[config.mk]
export PLATFORM = sky130hd
export DESIGN_NAME = prvp_spi_slave_cdc_sync
export DESIGN_NICKNAME = d
export VERILOG_FILES = /design/src/rtl/prvp_spi_slave_cdc_sync.sv
export SDC_FILE = /design/constraint.sdc
export NUM_CORES = 1
export LEC_CHECK = 0
export ABC_CLOCK_PERIOD_IN_PS = 1300
export CAP_MARGIN = 15
export CORE_UTILIZATION = 40
export DETAILED_ROUTE_END_ITERATION = 8
export PLACE_DENSITY = 0.78
export SLEW_MARGIN = 20
export SYNTH_ARGS = -nofsm -noshare
export SYNTH_HDL_FRONTEND = slang
export SYNTH_SLANG_ARGS = --single-unit
export TNS_END_PERCENT = 100
[constraint.sdc]
create_clock -name sys_clk -period 1.3 [get_ports sys_clk]
set_input_delay 0.325 -clock sys_clk [delete_from_list [all_inputs] [get_ports sys_clk]]
set_output_delay 0.325 -clock sys_clk [all_outputs]
set_load 0.005 [all_outputs]
[src/rtl/prvp_spi_slave_cdc_sync.sv]
// prvp_spi_slave_cdc_sync: brings SPI-slave CS, address-valid and control levels into sys_clk,
// detects edges and holds the captured address/rd_wr as a pending request with req/ack and overrun.
module prvp_spi_slave_cdc_sync #(
    parameter int AXI_ADDR_WIDTH = 32,
    parameter int SYNC_STAGES    = 2,
    parameter int NUM_CTRL       = 2,
    parameter int VALID_EDGE     = 0,
    parameter bit CS_IDLE        = 1'b1
) (
    input  logic                      sys_clk,
    input  logic                      rst,
    input  logic                      cs,
    input  logic [AXI_ADDR_WIDTH-1:0] address,
    input  logic                      address_valid,
    input  logic                      rd_wr,
    input  logic [NUM_CTRL-1:0]       ctrl_in,
    output logic                      cs_sync,
    output logic                      cs_start,
    output logic                      cs_end,
    output logic [NUM_CTRL-1:0]       ctrl_sync,
    output logic                      address_valid_sync,
    output logic [AXI_ADDR_WIDTH-1:0] address_sync,
    output logic                      rd_wr_sync,
    output logic                      req_pending,
    input  logic                      req_ack,
    output logic                      overrun,
    input  logic                      overrun_clr
);
    localparam int W = NUM_CTRL + 2;
    localparam logic [W-1:0] RST_VEC = {{(W-1){1'b0}}, CS_IDLE};
    typedef enum logic {IDLE, PEND} state_t;
    // bit 0 = cs, bit 1 = address_valid, upper bits = ctrl_in
    logic [W-1:0] sv [SYNC_STAGES];
    logic [1:0]   h;
    logic         vs, ev, cap, ovr_set;
    state_t       state, state_n;
    always_ff @(posedge sys_clk) begin
        if (rst) begin
            for (int i = 0; i < SYNC_STAGES; i++) sv[i] <= RST_VEC;
            h <= RST_VEC[1:0];
        end else begin
            sv[0] <= {ctrl_in, address_valid, cs};
            for (int i = 1; i < SYNC_STAGES; i++) sv[i] <= sv[i-1];
            h <= sv[SYNC_STAGES-1][1:0];
        end
    end
    always_comb begin
        cs_sync   = sv[SYNC_STAGES-1][0];
        vs        = sv[SYNC_STAGES-1][1];
        ctrl_sync = sv[SYNC_STAGES-1][W-1:2];
        cs_start  = (cs_sync != h[0]) && (h[0] == CS_IDLE);
        cs_end    = (cs_sync != h[0]) && (cs_sync == CS_IDLE);
        ev        = (VALID_EDGE == 0) ? (vs & ~h[1]) : (VALID_EDGE == 1) ? (~vs & h[1]) : (vs ^ h[1]);
    end
    always_ff @(posedge sys_clk) begin
        state <= rst ? IDLE : state_n;
    end
    // an ack in the same cycle as a new event frees the slot for the new request
    always_comb begin
        cap         = ev && (state == IDLE || req_ack);
        ovr_set     = ev && state == PEND && !req_ack;
        state_n     = cap ? PEND : (state == PEND && req_ack) ? IDLE : state;
        req_pending = state == PEND;
    end
    always_ff @(posedge sys_clk) begin
        if (rst) begin
            address_valid_sync <= 1'b0;
            address_sync       <= '0;
            rd_wr_sync         <= 1'b0;
            overrun            <= 1'b0;
        end else begin
            address_valid_sync <= cap;
            if (cap) begin
                address_sync <= address;
                rd_wr_sync   <= rd_wr;
            end
            overrun <= ovr_set | (overrun & ~overrun_clr);
        end
    end
endmodule

==> flow_summary.toml <==
[run_status]
outcome = "finished clean"

[placed_design]
place.gp.congestion = 0.631
dp_cells = 305
portBuffers = 81
dpl.hpwl_microns = 2800

[critical_path]
crit_fanout = 34
crit_chain = "clkdlybuf4s50_1 -> nand2b_1 -> buf_12 -> nand3_1 -> a21oi_1"
cpPeakStageDelay_ps = 510
rrSetupSlack_ps = 170
setup.worst_path.end_class = "register"
r2r_cells = 4
path_class = "input port to register"
cp.required_ps = 1510
critPathLaunchType = "input port"
crit_slowest_cell = "clkdlybuf4s50_1"
worstPathArrival_ps = 1480

[final_layout]
fill_cells = 377
layout_common_cells = "clkdlybuf4s50_1 (39), dlygate4sd2_1 (39), dfxtp_1 (36)"
num_antenna_cells = 0
area_growth_pct = 52.4
drive_above_1_share_pct = 13.0
finalNonFillerCells = 311
final_nets = 303

[drt]
wl_microns = 4060
drtIter0Drc = 104
firstDrtPassIters = 4
ant_nets = 0
post_drt_wl_per_cell_microns = 13.1
dr_total_vias = 1574
drc = 0
via_per_inst = 5.06

[power]
p_total_mw = 2.61
vdd_drop_max_v = 0.000727
power.density_nw_per_um2 = 1020
p_leak_nw = 1.08

[min_path]
worst_hold_path_type = "input port to register"
hold_depth = 2

[timing]
max_freq_mhz = 787
slew_violations = 0
period_share_pct = 97.7
hold_viol_final = 0
setup_viol = 0
post-route-min-period_ps = 1270
slew_headroom_pct = 81.1
rsz0062_at_grt = "false"
tightest_slew_ps = 283
finClkSkew_ps = 3.56

[global_route]
grt.overflow.total = 0
antenna_found_initial = 0
grt_pass1_wl_microns = 6330
grt.total_usage_pct = 18.6
grt_max_degree = 36
grt_pass1_vias = 1472

[synth]
synth_top_area_share_pct = 55.0
synth_nets = 228
ys_seq_area_share_pct = 55.0
synth.distinct_cells = 18
ys_seq_elements = 46
synth_warnings = 0
synthTopCellsByArea = "dfxtp_1 (55%), a21oi_1 (10%), nand3_1 (9.9%)"
yosysTopAreaCell = "dfxtp_1"
synth_area_per_cell_sq_um = 8.96
syn-instance-count = 187
syn_area_sq_um = 1680

[floorplan]
initial_core_util_pct = 41.9
die_h_microns = 66.7
num_rows = 23
pin_count = 82
core_sq_um = 4000
dieArea_sq_um = 4450
fp.dieW_microns = 66.7

[clock_network]
cts-root-buf = "clkbuf_8"
clk_latency_ps = 280
clock_path_buffers = 2
clock_sinks = 46
post_cts_buffers = 0
path_clk_slew_ps = 70
cts_resized = 51
cts_buffers = 5
ctsHoldBuffers = 0
cts_tree = "done"
h-tree-depth = 2

[run]
cap_viol_max_count = 0
-- routing by layer --
layer | global-route usage, % | vias to the layer above | part of all wire (%)
li1 | - | 796 | -
met4 | 5.32 | 0 | 0.62
met5 | 0 | - | 0
met3 | 5.65 | 3 | 6.5
met1 | 21.8 | 727 | 43
met2 | 32.4 | 48 | 50
-- cells by family after synthesis --
family	share of synthesized area, %
AOI/OAI and AO/OA	20.3
buffers and inverters	7.32
DFF	55.0
and+or+nand+nor	17.4
-- registers in the layout, summed over array words and instances (netlist names) --
name and flops:
rd_wr_sync 1, overrun 1, address_sync 32, address_valid_sync 1
sv 8, h 2, req_pending 1
-- synth_stat cells --
library cell	n
dfxtp_1	46
nor2b_1	10
o21ai_0	31
clkbuf_2	2
buf_1	1
nand2b_1	1
nor2b_4	1
buf_2	3
a21oi_1	35
nand2b_2	1
clkbuf_1	5
or2_2	3
buf_4	10
and2b_1	1
o21ai_1	2
nand3_1	33
nor2_1	1
nor3_1	1
-- worst paths after layout --
check,start,to
setup / recovery,req_ack,address_sync[10]
setup reg to reg,h[1],address_sync[10]
hold reg to reg,sv[0][0],sv[0][4]
hold / removal,rst,sv[0][6]
-- power breakdown --
part / leakage (nW) / switching (mW) / internal, mW
clock network: 0.0431 / 0.407 / 0.410
registers: 0.378 / 0.0193 / 1.46
logic: 0.654 / 0.122 / 0.194
-- area by class of cell --
cell class                      count  area (sq um)  share of cell area (%)
Multi-Input combinational cell    120           642                    25.1
Timing Repair Buffer               89           832                    32.6
Sequential cell                    46           933                    36.6
Clock buffer                        6          82.6                    3.24
Tap cell                           50          62.6                    2.45
-- metrics by stage --
stage | setup TNS [ps] | hold WS (ps) | util, % | worst slack, ps | cell area [sq um]
floorplan | 0 | 389 | - | 238 | 1680
global placement | -6080 | 393 | 62.7 | -189 | 2510
detailed placement | -7060 | 401 | 62.7 | -241 | 2510
CTS | 0 | 397 | 63.7 | 0.837 | 2550
global route | 0 | 405 | 63.8 | 5.63 | 2550
finish | 0 | 402 | 63.8 | 29.3 | 2550
-- worst max-delay path: cells and delay by family --
family                 cells  cell delay, ps
AND/OR/NAND/NOR            2             280
AO/OA/AOI/OAI              1             150
buffers and inverters      2             710
Note: power is estimated with default switching activity, not from simulation.
